$ cat config.mk
export PLATFORM = sky130hd
export DESIGN_NAME = sram_arbiter_flat
export DESIGN_NICKNAME = d
export VERILOG_FILES = /design/src/rtl/sram_arbiter_if.sv /design/src/rtl/sram_arbiter.sv /design/src/flat_wrapper.sv
export SDC_FILE = /design/constraint.sdc
export NUM_CORES = 1
export LEC_CHECK = 0
export BUFFER_PORTS_ARGS = -buffer_cell sky130_fd_sc_hd__buf_2
export CAP_MARGIN = 0
export CORE_MARGIN = 8
export CORE_UTILIZATION = 46
export DETAILED_ROUTE_END_ITERATION = 12
export GPL_TIMING_DRIVEN = 0
export PLACE_DENSITY = 0.88
export SLEW_MARGIN = 20
export SYNTH_ARGS = -nofsm -noshare
export SYNTH_HDL_FRONTEND = slang
export SYNTH_SLANG_ARGS = --single-unit
$ cat constraint.sdc
create_clock -name clk -period 1.7 [get_ports clk]
set_clock_uncertainty 0.15 [all_clocks]
set_input_delay 0.17 -clock clk [delete_from_list [all_inputs] [get_ports clk]]
set_output_delay 0.17 -clock clk [all_outputs]
set_load 0.005 [all_outputs]
$ cat src/rtl/sram_arbiter_if.sv
// Bundle of signals between the two command masters, the arbiter and the SRAM pins.
// The slave modport is the arbiter's view. The master modport is the view of the masters and the SRAM.
interface sram_arbiter_if #(
    parameter int AW = 8,
    parameter int DW = 8
);
    logic          req0_valid, req0_we, req0_ready;
    logic [AW-1:0] req0_addr;
    logic [DW-1:0] req0_wdata;
    logic          rsp0_valid;
    logic [DW-1:0] rsp0_rdata;

    logic          req1_valid, req1_we, req1_ready;
    logic [AW-1:0] req1_addr;
    logic [DW-1:0] req1_wdata;
    logic          rsp1_valid;
    logic [DW-1:0] rsp1_rdata;

    logic          sram_cs, sram_we, sram_rd;
    logic [AW-1:0] sram_addr;
    logic [DW-1:0] sram_wdata;
    logic [DW-1:0] sram_rdata;

    modport slave (
        input  req0_valid, req0_we, req0_addr, req0_wdata,
        input  req1_valid, req1_we, req1_addr, req1_wdata,
        input  sram_rdata,
        output req0_ready, rsp0_valid, rsp0_rdata,
        output req1_ready, rsp1_valid, rsp1_rdata,
        output sram_cs, sram_we, sram_rd, sram_addr, sram_wdata
    );

    modport master (
        output req0_valid, req0_we, req0_addr, req0_wdata,
        output req1_valid, req1_we, req1_addr, req1_wdata,
        output sram_rdata,
        input  req0_ready, rsp0_valid, rsp0_rdata,
        input  req1_ready, rsp1_valid, rsp1_rdata,
        input  sram_cs, sram_we, sram_rd, sram_addr, sram_wdata
    );
endinterface

$ cat src/rtl/sram_arbiter.sv
// Round-robin arbiter for two masters sharing one single-port synchronous SRAM.
// It runs one access at a time: a write takes IDLE then ISSUE, and a read takes IDLE then ISSUE then CAPTURE.
module sram_arbiter #(
    parameter int AW = 8,
    parameter int DW = 8
) (
    input  logic         clk,
    input  logic         rst,
    sram_arbiter_if.slave bus
);
    typedef enum logic [1:0] {IDLE, ISSUE, CAPTURE} state_t;

    state_t                state, state_nxt;
    logic [1:0]            vld, op_we, gnt;
    logic [1:0][AW-1:0]    op_addr;
    logic [1:0][DW-1:0]    op_wdata;
    logic                  sel, rr, owner;

    logic                  cs_q, we_q, rd_q;
    logic [AW-1:0]         addr_q;
    logic [DW-1:0]         wdata_q;
    logic [1:0]            rsp_valid;
    logic [1:0][DW-1:0]    rsp_rdata;

    assign vld      = {bus.req1_valid, bus.req0_valid};
    assign op_we    = {bus.req1_we,    bus.req0_we};
    assign op_addr  = {bus.req1_addr,  bus.req0_addr};
    assign op_wdata = {bus.req1_wdata, bus.req0_wdata};

    // rr names the master that wins the next tie.
    always_comb begin
        gnt = vld;
        if (vld == 2'b11)
            gnt = rr ? 2'b10 : 2'b01;
    end
    assign sel = gnt[1];

    assign bus.req0_ready = (state == IDLE) & gnt[0];
    assign bus.req1_ready = (state == IDLE) & gnt[1];

    always_ff @(posedge clk) begin
        if (rst) state <= IDLE;
        else     state <= state_nxt;
    end

    always_comb begin
        state_nxt = state;
        case (state)
            IDLE:    if (|vld) state_nxt = ISSUE;
            ISSUE:   state_nxt = we_q ? IDLE : CAPTURE;
            CAPTURE: state_nxt = IDLE;
            default: state_nxt = IDLE;
        endcase
    end

    always_ff @(posedge clk) begin
        if (rst) begin
            cs_q      <= 1'b0;
            we_q      <= 1'b0;
            rd_q      <= 1'b0;
            addr_q    <= '0;
            wdata_q   <= '0;
            rsp_valid <= '0;
            rsp_rdata <= '0;
            owner     <= 1'b0;
            rr        <= 1'b0;
        end else begin
            rsp_valid <= '0;
            case (state)
                IDLE: if (|vld) begin
                    cs_q    <= 1'b1;
                    we_q    <= op_we[sel];
                    rd_q    <= ~op_we[sel];
                    addr_q  <= op_addr[sel];
                    wdata_q <= op_wdata[sel];
                    owner   <= sel;
                    rr      <= ~sel;
                end
                ISSUE: begin
                    cs_q <= 1'b0;
                    we_q <= 1'b0;
                    rd_q <= 1'b0;
                    if (we_q) rsp_valid[owner] <= 1'b1;
                end
                // The SRAM registered its read data at the edge that ended ISSUE.
                CAPTURE: begin
                    rsp_rdata[owner] <= bus.sram_rdata;
                    rsp_valid[owner] <= 1'b1;
                end
                default: ;
            endcase
        end
    end

    assign bus.sram_cs    = cs_q;
    assign bus.sram_we    = we_q;
    assign bus.sram_rd    = rd_q;
    assign bus.sram_addr  = addr_q;
    assign bus.sram_wdata = wdata_q;
    assign bus.rsp0_valid = rsp_valid[0];
    assign bus.rsp1_valid = rsp_valid[1];
    assign bus.rsp0_rdata = rsp_rdata[0];
    assign bus.rsp1_rdata = rsp_rdata[1];
endmodule

$ cat src/flat_wrapper.sv
// flat-port wrapper written by rule: the top's interface ports become plain ports
module sram_arbiter_flat 
#(
    parameter int AW = 8,
    parameter int DW = 8
)
  (clk, rst, bus_req0_valid, bus_req0_we, bus_req0_addr, bus_req0_wdata, bus_req1_valid, bus_req1_we, bus_req1_addr, bus_req1_wdata, bus_sram_rdata, bus_req0_ready, bus_rsp0_valid, bus_rsp0_rdata, bus_req1_ready, bus_rsp1_valid, bus_rsp1_rdata, bus_sram_cs, bus_sram_we, bus_sram_rd, bus_sram_addr, bus_sram_wdata);
  sram_arbiter_if #(.AW(AW), .DW(DW)) bus_i ();
  input  logic clk;
  input  logic rst;
  input wire logic [$bits(bus_i.req0_valid)-1:0] bus_req0_valid;
  input wire logic [$bits(bus_i.req0_we)-1:0] bus_req0_we;
  input wire logic [$bits(bus_i.req0_addr)-1:0] bus_req0_addr;
  input wire logic [$bits(bus_i.req0_wdata)-1:0] bus_req0_wdata;
  input wire logic [$bits(bus_i.req1_valid)-1:0] bus_req1_valid;
  input wire logic [$bits(bus_i.req1_we)-1:0] bus_req1_we;
  input wire logic [$bits(bus_i.req1_addr)-1:0] bus_req1_addr;
  input wire logic [$bits(bus_i.req1_wdata)-1:0] bus_req1_wdata;
  input wire logic [$bits(bus_i.sram_rdata)-1:0] bus_sram_rdata;
  output wire logic [$bits(bus_i.req0_ready)-1:0] bus_req0_ready;
  output wire logic [$bits(bus_i.rsp0_valid)-1:0] bus_rsp0_valid;
  output wire logic [$bits(bus_i.rsp0_rdata)-1:0] bus_rsp0_rdata;
  output wire logic [$bits(bus_i.req1_ready)-1:0] bus_req1_ready;
  output wire logic [$bits(bus_i.rsp1_valid)-1:0] bus_rsp1_valid;
  output wire logic [$bits(bus_i.rsp1_rdata)-1:0] bus_rsp1_rdata;
  output wire logic [$bits(bus_i.sram_cs)-1:0] bus_sram_cs;
  output wire logic [$bits(bus_i.sram_we)-1:0] bus_sram_we;
  output wire logic [$bits(bus_i.sram_rd)-1:0] bus_sram_rd;
  output wire logic [$bits(bus_i.sram_addr)-1:0] bus_sram_addr;
  output wire logic [$bits(bus_i.sram_wdata)-1:0] bus_sram_wdata;
  assign bus_i.req0_valid = bus_req0_valid;
  assign bus_i.req0_we = bus_req0_we;
  assign bus_i.req0_addr = bus_req0_addr;
  assign bus_i.req0_wdata = bus_req0_wdata;
  assign bus_i.req1_valid = bus_req1_valid;
  assign bus_i.req1_we = bus_req1_we;
  assign bus_i.req1_addr = bus_req1_addr;
  assign bus_i.req1_wdata = bus_req1_wdata;
  assign bus_i.sram_rdata = bus_sram_rdata;
  assign bus_req0_ready = bus_i.req0_ready;
  assign bus_rsp0_valid = bus_i.rsp0_valid;
  assign bus_rsp0_rdata = bus_i.rsp0_rdata;
  assign bus_req1_ready = bus_i.req1_ready;
  assign bus_rsp1_valid = bus_i.rsp1_valid;
  assign bus_rsp1_rdata = bus_i.rsp1_rdata;
  assign bus_sram_cs = bus_i.sram_cs;
  assign bus_sram_we = bus_i.sram_we;
  assign bus_sram_rd = bus_i.sram_rd;
  assign bus_sram_addr = bus_i.sram_addr;
  assign bus_sram_wdata = bus_i.sram_wdata;
  sram_arbiter #(.AW(AW), .DW(DW)) u_core (.clk(clk), .rst(rst), .bus(bus_i));
endmodule
Yosys cells after proc, flatten, opt, wreduce, memory -nomap -nowiden
Cells that the tools add are included.
{"block": "totals", "inputBits": 46, "elab_cells": 52, "output_inout_bits": 39, "reg_bits": 41}
{"block": "classes", "mux": 24, "n_eq_ne": 4, "n_lt_le_gt_ge": 3, "n_reduce_logical": 6, "bitwise_logic": 4}
{"cell": "2-to-1 mux 8 bit", "n": 5}
{"cell": "bitwise mux 16 bit", "n": 1}
{"cell": "2-to-1 mux 2 bit", "n": 5}
{"cell": "demux 8 bit (select 1 bit)", "n": 1}
{"cell": "one-hot mux 2 bit (2 select lines)", "n": 2}
{"cell": "2-to-1 mux 1 bit", "n": 6}
{"cell": "one-hot mux 1 bit (2 select lines)", "n": 3}
{"cell": "equality test 2 bit, second input constant", "n": 2}
{"cell": "less-than comparator 1 x 2 -> 1 bit, second input constant", "n": 2}
{"cell": "AND reduction 2 bit", "n": 2}
{"cell": "bitwise AND 1 bit", "n": 2}
{"cell": "equality test 2 x 1 -> 1 bit, second input constant", "n": 1}
{"cell": "logical NOT 2 bit", "n": 1}
{"cell": "inequality test 2 bit, second input constant", "n": 1}
{"cell": "NOT 1 bit", "n": 2}
{"cell": "nonzero test 2 bit", "n": 1}
{"cell": "OR reduction 2 bit", "n": 1}
{"cell": "demux 1 bit (select 1 bit)", "n": 1}
{"cell": "greater-or-equal comparator 1 bit, second input constant", "n": 1}
{"cell": "logical AND 1 bit", "n": 1}

Depth between registers and ports, before layout
Gate-level depths: netlist of run 1.
{"block": "depth", "ltp_word": 7, "depth_mapped": 6, "depth_no_buf": 5}

Least setup slack after synthesis of run 1
No wires, ideal clock.
{"block": "synth_path", "path_kind": "flip-flop to flip-flop", "startpoint": "register u_core.state[0]", "endpoint": "register u_core.we_q (netlist: u_core.bus.sram_we)", "arrival_ns": 1.226, "slack_ns": 0.256, "setup_time_ns": 0.069, "stages_incl_launch_ff": 7, "n_path_buf": 1, "synth_period_minus_slack_ns": 1.444, "cell_sequence": "dfxtp_1 inv_1 ha_1 buf_2 nor4b_1 a41oi_1 o21ai_1"}
{"block": "synth_via", "elab_chain_len": 3, "elab_cells_between_ends": 6}
{"item": "start, declared", "line_no": "sram_arbiter.sv:13", "text": "state_t state, state_nxt;"}
{"item": "start signal, assigned", "line_no": "sram_arbiter.sv:43", "text": "else state <= state_nxt;"}
{"item": "equality test 2 x 1 -> 1 bit / logical NOT 2 bit (equally long branches)", "line_no": "sram_arbiter.sv:69", "text": "case (state)"}
{"item": "nonzero test 2 bit (no line) / inequality test 2 bit (equally long branches)"}
{"item": "AND reduction 2 bit (no line)"}
{"item": "end signal, assigned", "line_no": "sram_arbiter.sv:72", "text": "we_q <= op_we[sel];"}
{"item": "end, declared", "line_no": "sram_arbiter.sv:19", "text": "logic cs_q, we_q, rd_q;"}
Parallel ways exist; a longest one is shown, timed or not.
A chain may end at the register's enable or synchronous reset.

Worst setup path after layout of run 1
{"block": "layout_path", "startpoint": "register u_core.state[0]", "endpoint": "output bus_req0_ready"}
{"block": "layout_via", "elab_chain_len": 2}
{"item": "logical NOT 2 bit", "line_no": "sram_arbiter.sv:38", "text": "assign bus.req0_ready = (state == IDLE) & gnt[0];"}
{"item": "bitwise AND 1 bit", "line_no": "sram_arbiter.sv:38"}
{"item": "end, declared", "line_no": "flat_wrapper.sv:20", "text": "output wire logic [$bits(bus_i.req0_ready)-1:0] bus_req0_ready;"}
Every way passes these cells.

==> results.py, run 1 <==
metrics = {
    "synthesis": {
        "synth-simple-area-share_pct": 14.7,
        "synth_top_family_by_area": "compound AO/OA/AOI/OAI gates",
        "synth_edf_count": 0,
        "ys_warn_count": 0,
        "synth-adder-area-share_pct": 2.07,
        "synth_ff_type": "dfxtp_1",
        "ys_seq_area_share_pct": 45.2,
        "synthTopCellsByArea": "dfxtp_1 (45%), a21oi_1 (9.4%), o21ai_0 (9.1%), a31oi_1 (5.5%), nand2_1 (5.4%)",
        "synth-xor-area-share_pct": 0,
        "syn_nets": 267,
        "avgSynthCellArea_um2": 8.33,
        "async_reset_ff_share_pct": 0,
        "synth_cells": 218,
        "syn-cell-area_um2": 1820,
        "synthDistinctLibCells": 31,
        "synth_top_area_share_pct": 45.2,
        "synth_compound_area_share_pct": 30.0,
        "ys_ff_latch": 41,
        "synth_mux_area_share_pct": 0.551,
        "yosysTopAreaCell": "dfxtp_1",
    },
    "global_routing": {
        "grt_max_degree": 20,
        "grt_pass1_vias": 2093,
        "overflow": 0,
        "grt_pass1_wl_mm": 9.44,
        "grt_antenna_before_repair": 0,
        "grt.total_usage_pct": 18.3,
    },
    "floorplan": {
        "die_h_um": 78.8,
        "die-area_um2": 6210,
        "io_pins": 85,
        "num_rows": 23,
        "start_util_pct": 46.7,
        "die_x_um": 78.8,
        "core_area_um2": 3880,
    },
    "sta": {
        "hold_slack_ps": 3.71,
        "fin_ws_ps": 72.8,
        "finalHoldViolations": 0,
        "slew_violations": 0,
        "fin_setup_tns_ps": 0,
        "setup_viol_count_final": 0,
        "max_slew_margin_pct": 66.5,
        "min_period_ps": 1630,
        "grt_setup_unrepaired": "false",
        "max_freq_ghz": 0.615,
        "fin_crit_sh_pct": 95.7,
        "worstMarginPinSlew_ps": 502,
    },
    "detailed_routing": {
        "ant_nets": 0,
        "vias_per_cell": 5.44,
        "drt_wl_total_mm": 5.75,
        "drt-pass1-iter-count": 4,
        "drtIter0Drc": 109,
        "vias": 2058,
        "drc": 0,
        "post_drt_wl_per_cell_um": 15.2,
    },
    "clocking": {
        "cts.sinks": 41,
        "clk_latency_ps": 290,
        "numCtsBuffers": 5,
        "clock_path_buffers": 2,
        "cts_tree": "done",
        "clk_pin_slew_ps": 80,
        "cts_htree_levels": 2,
        "cts_root_buffer": "clkbuf_8",
    },
    "worst_setup_path": {
        "startpoint_type": "flip-flop",
        "cp.required_ps": 1380,
        "crit_arrival_ps": 1310,
        "crit_path_end_kind": "output port",
        "path_max_fanout": 12,
        "crit_type": "flip-flop to output port",
    },
    "power": {
        "ir_worst_vdd_v": 0.000594,
        "p_leak_nw": 1.16,
        "pwr_density_cell_nw_per_um2": 919,
    },
    "layout": {
        "final_core_util_pct": 67.5,
        "antennaDiodeCount": 0,
        "post_route_cells_drive_above_1_share_pct": 32.3,
        "syn_to_final_growth_pct": 44.4,
        "layout.nets": 377,
    },
    "place": {
        "place_ws_ps": 75.8,
        "numPortBuffers": 83,
        "detailed_place_hpwl_mm": 4.13,
        "globalplace.congestion": 0.800,
    },
    "status": {
        "status": "finished clean",
    },
    "min_path": {
        "hp-class": "input port to flip-flop",
    },
    "run": {
        "drv_cap": 0,
    },
}
[routing by layer]
| layer | wire length (um) | global-route usage (%) |
|---|---|---|
| met1 | 2360 | 20.1 |
| met2 | 2730 | 30.8 |
| met3 | 530 | 8.01 |
| met4 | 131 | 6.30 |
| met5 | 0 | 0 |
[cells in the final DEF, fill, tap and decap left out, types with 7 or more instances in the layout]
cell type	netlist	final
dfxtp_1	41	41
clkbuf_1	7	7
dlygate4sd3_1	0	20
a31oi_1	16	16
buf_2	4	85
a21oi_1	34	34
o21ai_0	33	33
nand3_1	8	8
nand2_1	26	25
[worst max-delay path, cell delays in order, from the launching register on]
cell and delay, ps:
dfxtp_1 340, inv_1 120, ha_4 230, and3_1 190, buf_2 130
[stage by stage]
stage          std cells  power (mW)  cell area [um2]
2_1_floorplan        218        1.41             1820
6_report             378        2.41             2620
3_5_place_dp         351        1.62             2290
3_3_place_gp         351        1.60             2290
4_1_cts              376        2.41             2600
5_1_grt              378        2.53             2620
[synth_stat cells (2+ instances only)]
| cell type | n |
|---|---|
| dfxtp_1 | 41 |
| a21oi_1 | 34 |
| o21ai_0 | 33 |
| nand2_1 | 26 |
| a31oi_1 | 16 |
| nand3_1 | 8 |
| clkbuf_1 | 7 |
| inv_1 | 5 |
| buf_2 | 4 |
| buf_6 | 4 |
| nor2_1 | 4 |
| a32oi_1 | 3 |
| ha_1 | 3 |
| nand2b_1 | 3 |
| nor2b_1 | 3 |
| nor4b_1 | 3 |
| o21ai_1 | 3 |
| a41oi_1 | 2 |
| and3_1 | 2 |
| buf_4 | 2 |
| clkbuf_2 | 2 |
[layout make-up]
type | instances | area (um2)
timing repair buffer | 105 | 631
multi-input combinational | 153 | 875
buffer | 17 | 110
tap | 50 | 62.6
fill | 331 | 1260
inverter | 5 | 18.8
sequential | 41 | 821
clock buffer | 5 | 68.8
clock inverter | 2 | 35.0
[state kept, by name, indices dropped and copies added, names as in the netlist]
signal / cells
u_core.bus.rsp0_rdata: 8
u_core.bus.rsp1_rdata: 8
u_core.bus.sram_addr: 8
u_core.bus.sram_cs: 1
u_core.bus.sram_rd: 1
u_core.bus.sram_wdata: 8
u_core.bus.sram_we: 1
u_core.owner: 1
u_core.rr: 1
u_core.rsp_valid: 2
u_core.state: 2
[power by group]
group          total (mW)  internal, mW  switching, mW
Sequential           1.09          1.04         0.0466
Clock               0.746         0.427          0.319
Combinational       0.573         0.276          0.297
Total                2.41          1.75          0.663
[kinds of logic after synthesis]
logic type | after synthesis
AO/OA/AOI/OAI | 95
adder cells (fa/ha/maj) | 3
buffers and inverters | 24
flip-flops | 41
multiplexers | 1
AND/OR/NAND/NOR | 54
[repair_timing]
item | 4_1_cts | 5_1_grt
setup buffers | 0 | 2
hold endpoints to repair | 28 | 0
hold buffers | 20 | 0
gates cloned | 0 | 0
resized for setup | 2 | 2
pin swaps | 0 | 1
setup endpoints to repair | 2 | 6
[worst paths after layout]
check / from / to / slack, ps / cells after the start
setup / recovery: u_core.state[0]$_SDFFE_PP0P_ / bus_req0_ready / 70 / 4
hold / removal: bus_req0_wdata[2] / u_core.bus.sram_wdata[2]$_SDFFE_PP0P_ / 4 / 3
setup reg to reg: u_core.state[0]$_SDFFE_PP0P_ / u_core.bus.sram_wdata[6]$_SDFFE_PP0P_ / 90 / 7
hold reg to reg: u_core.bus.rsp0_rdata[4]$_SDFFE_PP0P_ / u_core.bus.rsp0_rdata[4]$_SDFFE_PP0P_ / 300 / 2
(Power assumes the default switching activity.)
==> run 2: changes to the inputs <==
==> constraint.sdc (replaced) <==
create_clock -name clk -period 1.8 [get_ports clk]
set_clock_uncertainty 0.15 [all_clocks]
set_input_delay 0.18 -clock clk [delete_from_list [all_inputs] [get_ports clk]]
set_output_delay 0.18 -clock clk [all_outputs]
set_load 0.005 [all_outputs]
==> run 2 against run 1 <==
  * Via count is 2.0% lower
  * First-iteration DRC count is 14% lower
  * Combinational power is 9.2% lower
  * Clock-buffer cell count stayed put
  * Die area stayed put
  * Flip-flop and latch count stayed put
  * Non-clock buffer count is 5 lower
  * Total power is 6.4% lower
  * Sequential power is 6% lower
  * Final cell count is 1.3% lower
  * Utilization is 1.3 points lower
  * Largest cell class unchanged
==> results.py, run 2 (synthesis gave the netlist of run 1 again) <==
metrics = {
    "status": {
        "status": "finished clean",
    },
    "sta": {
        "fin_setup_tns_ps": 0,
        "fin_crit_sh_pct": 92.6,
        "worstMarginPinSlew_ps": 496,
        "setup_viol_count_final": 0,
        "grt_setup_unrepaired": "false",
        "max_freq_ghz": 0.600,
        "hold_slack_ps": 6.14,
        "max_slew_margin_pct": 66.9,
        "min_period_ps": 1670,
        "fin_ws_ps": 133,
        "finalHoldViolations": 0,
        "slew_violations": 0,
    },
    "place": {
        "numPortBuffers": 83,
        "detailed_place_hpwl_mm": 4.13,
        "place_inst": 351,
        "globalplace.congestion": 0.800,
        "place_ws_ps": 176,
        "place_area_um2": 2290,
    },
    "clocking": {
        "cts_post_setup_buffers_inserted": 0,
        "cts_tree": "done",
        "clk_pin_slew_ps": 80,
        "clock_path_buffers": 2,
        "cts_root_buffer": "clkbuf_8",
        "cts_htree_levels": 2,
        "numCtsBuffers": 5,
        "cts.sinks": 41,
        "clk_latency_ps": 290,
    },
    "layout": {
        "seq_area_um2": 821,
        "multi_input_area_um2": 872,
        "final_core_util_pct": 66.2,
        "layout.nets": 372,
        "fin_cells": 373,
        "antennaDiodeCount": 0,
        "syn_to_final_growth_pct": 41.6,
        "final_area_um2": 2570,
        "final_common_cell": "buf_2",
        "fill_cells": 342,
        "post_route_cells_drive_above_1_share_pct": 31.9,
        "layout_common_cells": "buf_2 (85), dfxtp_1 (41), a21oi_1 (34)",
    },
    "floorplan": {
        "core_area_um2": 3880,
        "die_x_um": 78.8,
        "io_pins": 85,
        "start_util_pct": 46.7,
        "die-area_um2": 6210,
        "die_h_um": 78.8,
        "num_rows": 23,
    },
    "worst_setup_path": {
        "crit_arrival_ps": 1340,
        "rr_worst_depth": 6,
        "crit_path_end_kind": "output port",
        "r2r_setup_slack_ps": 200,
        "path_max_fanout": 13,
        "cp.required_ps": 1470,
        "r2r-start": "u_core.state[0]$_SDFFE_PP0P_",
        "startpoint_type": "flip-flop",
        "crit_type": "flip-flop to output port",
        "r2r-end": "u_core.bus.sram_wdata[6]$_SDFFE_PP0P_",
    },
    "detailed_routing": {
        "post_drt_wl_per_cell_um": 15.1,
        "vias": 2017,
        "vias_per_cell": 5.41,
        "ant_nets": 0,
        "drtIter0Drc": 94,
        "drt-pass1-iter-count": 4,
        "drc": 0,
        "drt_wl_total_mm": 5.62,
    },
    "power": {
        "p_leak_nw": 1.13,
        "pwr_density_cell_nw_per_um2": 877,
        "p_total_mw": 2.25,
        "ir_worst_vdd_v": 0.000575,
    },
    "global_routing": {
        "grt_max_degree": 14,
        "grt_pass1_wl_mm": 9.21,
        "grt.total_usage_pct": 17.9,
        "overflow": 0,
        "grt_antenna_before_repair": 0,
        "grt_pass1_vias": 2057,
    },
    "min_path": {
        "hp-class": "input port to flip-flop",
        "hold_depth": 3,
        "hold_path_end": "u_core.bus.sram_addr[1]$_SDFFE_PP0P_",
        "min_from": "bus_req0_addr[1]",
    },
    "run": {
        "drv_cap": 0,
    },
}
-- run 2: cell count changes in the layout (fill, tap and decap cells not counted), sizes merged --
| cell | delta |
|---|---|
| dlygate4sd3 | -3 |
| buf | -2 |
-- run 2: area by class of cell --
class                   instances  area share (%)
multi-input cells             153            33.9
inverters                       5           0.730
repair buffers                100            22.8
well taps                      50            2.43
plain buffers                  17            4.14
clock inverters                 2            1.36
flip-flops and latches         41            31.9
clock buffers                   5            2.68
-- run 2: what timing repair did --
| item | 4_1_cts | 5_1_grt |
|---|---|---|
| endpoints found under the setup margin | 2 | 2 |
| hold buffers | 17 | 0 |
| gates resized for setup | 1 | 1 |
| hold endpoints to repair | 24 | 0 |
-- run 2: power breakdown --
part           total [mW]  switching (mW)  internal (mW)  leakage [nW]
clock               0.705           0.302          0.403        0.0540
combinational       0.520           0.274          0.246         0.744
sequential           1.03          0.0432          0.986         0.336
total                2.25           0.619           1.63          1.13
-- run 2: how the worst max path moves through the flow --
stage / start / end / cells past startpoint
2_1_floorplan: u_core.state[0]$_SDFFE_PP0P_ / u_core.bus.sram_we$_SDFFE_PP0P_ / 6
3_5_place_dp: u_core.state[0]$_SDFFE_PP0P_ / u_core.bus.sram_rd$_SDFFE_PP0P_ / 6
5_1_grt: u_core.rr$_SDFFE_PP0P_ / bus_req1_ready / 4
6_report: u_core.state[0]$_SDFFE_PP0P_ / bus_req0_ready / 4
4_1_cts: u_core.rr$_SDFFE_PP0P_ / bus_req1_ready / 5
3_3_place_gp: u_core.state[0]$_SDFFE_PP0P_ / u_core.bus.sram_rd$_SDFFE_PP0P_ / 6
-- run 2: per-layer routing --
metal | wire [um] | track usage (%) | vias to the layer above
li1 | - | - | 994
met1 | 2320 | 19.7 | 917
met2 | 2670 | 30.0 | 95
met3 | 536 | 8.13 | 11
met4 | 93 | 5.56 | 0
met5 | 0 | 0 | -
-- run 2: worst max-delay path, cell delays in order (launching register included) --
cell and delay (ps):
dfxtp_1 340, inv_1 120, ha_4 250, and3_1 200, buf_2 130
==> run 3: changes to the inputs <==
--- a/config.mk
+++ b/config.mk
@@ -12,6 +12,7 @@
 export DETAILED_ROUTE_END_ITERATION = 12
 export GPL_TIMING_DRIVEN = 0
 export PLACE_DENSITY = 0.88
+export REMOVE_ABC_BUFFERS = 1
 export SLEW_MARGIN = 20
 export SYNTH_ARGS = -nofsm -noshare
 export SYNTH_HDL_FRONTEND = slang
==> run 3 against run 2 <==
  * Final cell count shrank 5.6%
  * Combinational power shrank 10%
  * Clock-buffer cell count is the same
  * Fmax shrank 4.2%
  * Global-route usage shrank 1.0 points
  * Non-clock buffer count shrank 21
  * Utilization shrank 3.8 points
==> results.py, run 3 (synthesis gave the netlist of run 1 again) <==
metrics = {
    "min_path": {
        "hp-class": "input port to flip-flop",
    },
    "detailed_routing": {
        "drc": 0,
        "vias_per_cell": 5.54,
        "drtIter0Drc": 69,
        "post_drt_wl_per_cell_um": 15.6,
        "drt-pass1-iter-count": 4,
        "vias": 1950,
        "ant_nets": 0,
        "drt_wl_total_mm": 5.48,
    },
    "clocking": {
        "numCtsBuffers": 5,
        "cts_post_setup_buffers_inserted": 0,
        "clk_pin_slew_ps": 80,
        "cts_htree_levels": 2,
        "cts.sinks": 41,
        "clk_latency_ps": 290,
        "cts_tree": "done",
        "cts_root_buffer": "clkbuf_8",
        "clock_path_buffers": 2,
    },
    "worst_setup_path": {
        "cp.required_ps": 1470,
        "startpoint_type": "flip-flop",
        "crit_path_end_kind": "output port",
        "path_max_fanout": 13,
        "crit_arrival_ps": 1410,
        "crit_type": "flip-flop to output port",
    },
    "layout": {
        "antennaDiodeCount": 0,
        "final_core_util_pct": 62.4,
        "fill_cells": 362,
        "final_common_cell": "buf_2",
        "post_route_cells_drive_above_1_share_pct": 31.8,
        "layout.nets": 351,
        "syn_to_final_growth_pct": 33.5,
        "layout_common_cells": "buf_2 (84), dfxtp_1 (41), a21oi_1 (34)",
    },
    "sta": {
        "min_period_ps": 1740,
        "max_slew_margin_pct": 61.7,
        "slew_violations": 0,
        "grt_setup_unrepaired": "false",
        "max_freq_ghz": 0.575,
        "finalHoldViolations": 0,
        "fin_ws_ps": 60.4,
        "fin_crit_sh_pct": 96.6,
        "fin_setup_tns_ps": 0,
        "setup_viol_count_final": 0,
        "worstMarginPinSlew_ps": 574,
    },
    "global_routing": {
        "grt_max_degree": 29,
        "grt.total_usage_pct": 16.8,
        "grt_pass1_wl_mm": 8.65,
        "grt_pass1_vias": 1905,
        "grt_antenna_before_repair": 0,
        "overflow": 0,
    },
    "floorplan": {
        "start_util_pct": 46.7,
        "core_area_um2": 3880,
        "io_pins": 85,
        "die-area_um2": 6210,
        "die_h_um": 78.8,
        "die_x_um": 78.8,
        "num_rows": 23,
    },
    "place": {
        "numPortBuffers": 84,
        "detailed_place_hpwl_mm": 3.68,
        "globalplace.congestion": 0.751,
        "place_ws_ps": 34.4,
    },
    "power": {
        "p_leak_nw": 1.06,
        "ir_worst_vdd_v": 0.000582,
        "pwr_density_cell_nw_per_um2": 913,
    },
    "run": {
        "drv_cap": 0,
    },
    "status": {
        "status": "finished clean",
    },
}
## run 3: changes by cell type in the layout (fill, tap and decap cells not counted), sizes merged
cell         before  now
dlygate4sd3      17   12
buf              91   84
clkbuf           14    5
## run 3: worst paths after layout
| kind | startpoint | endpoint | slack, ps | cells past startpoint |
|---|---|---|---|---|
| setup / recovery | u_core.state[0]$_SDFFE_PP0P_ | bus_req0_ready | 60 | 4 |
| hold / removal | bus_sram_rdata[0] | u_core.bus.rsp0_rdata[0]$_SDFFE_PP0P_ | 5 | 3 |
| setup reg to reg | u_core.state[0]$_SDFFE_PP0P_ | u_core.bus.rsp0_rdata[0]$_SDFFE_PP0P_ | 190 | 5 |
| hold reg to reg | u_core.bus.rsp0_rdata[6]$_SDFFE_PP0P_ | u_core.bus.rsp0_rdata[6]$_SDFFE_PP0P_ | 300 | 2 |
## run 3: final cells by class
type	count	area, um2	share of cell area [%]
repair buffers	96	541	22.3
well taps	50	62.6	2.58
clock inverters	2	35.0	1.45
clock buffers	5	68.8	2.84
flip-flops and latches	41	821	33.9
multi-input cells	153	877	36.2
inverters	5	18.8	0.774
## run 3: report_power, final
| part | total, mW | internal [mW] | switching [mW] |
|---|---|---|---|
| sequential | 1.04 | 0.986 | 0.0517 |
| combinational | 0.468 | 0.211 | 0.258 |
| clock | 0.707 | 0.403 | 0.304 |
## run 3: worst max-delay path, cell delays in order (launching register included)
cell,delay [ps]
dfxtp_1,330
inv_1,90
ha_2,360
and3_1,220
buf_2,120
## run 3: per-stage QoR
stage / power (mW) / area [um2] / hold WS [ps] / instances
after floorplan: 1.28 / 1700 / 99.1 / 199
after global placement: 1.48 / 2180 / 286 / 333
after detailed placement: 1.49 / 2180 / 297 / 333
after CTS: 2.23 / 2410 / 0.810 / 352
after global routing: 2.33 / 2420 / 3.81 / 352
final: 2.21 / 2420 / 5.00 / 352
## run 3: repair_timing
item	in CTS	in global routing
setup endpoints to repair	2	3
hold endpoints to repair	15	0
resized for setup	3	2
hold buffers	12	0
pin swaps	0	0
## run 3: layer usage
layer  GRT usage, %  share of wire, %  vias up
met5              0                 0        -
met3           9.03                13        7
li1               -                 -      949
met1           18.0                40      899
met2           28.4                46       95
met4           4.07              0.88        0
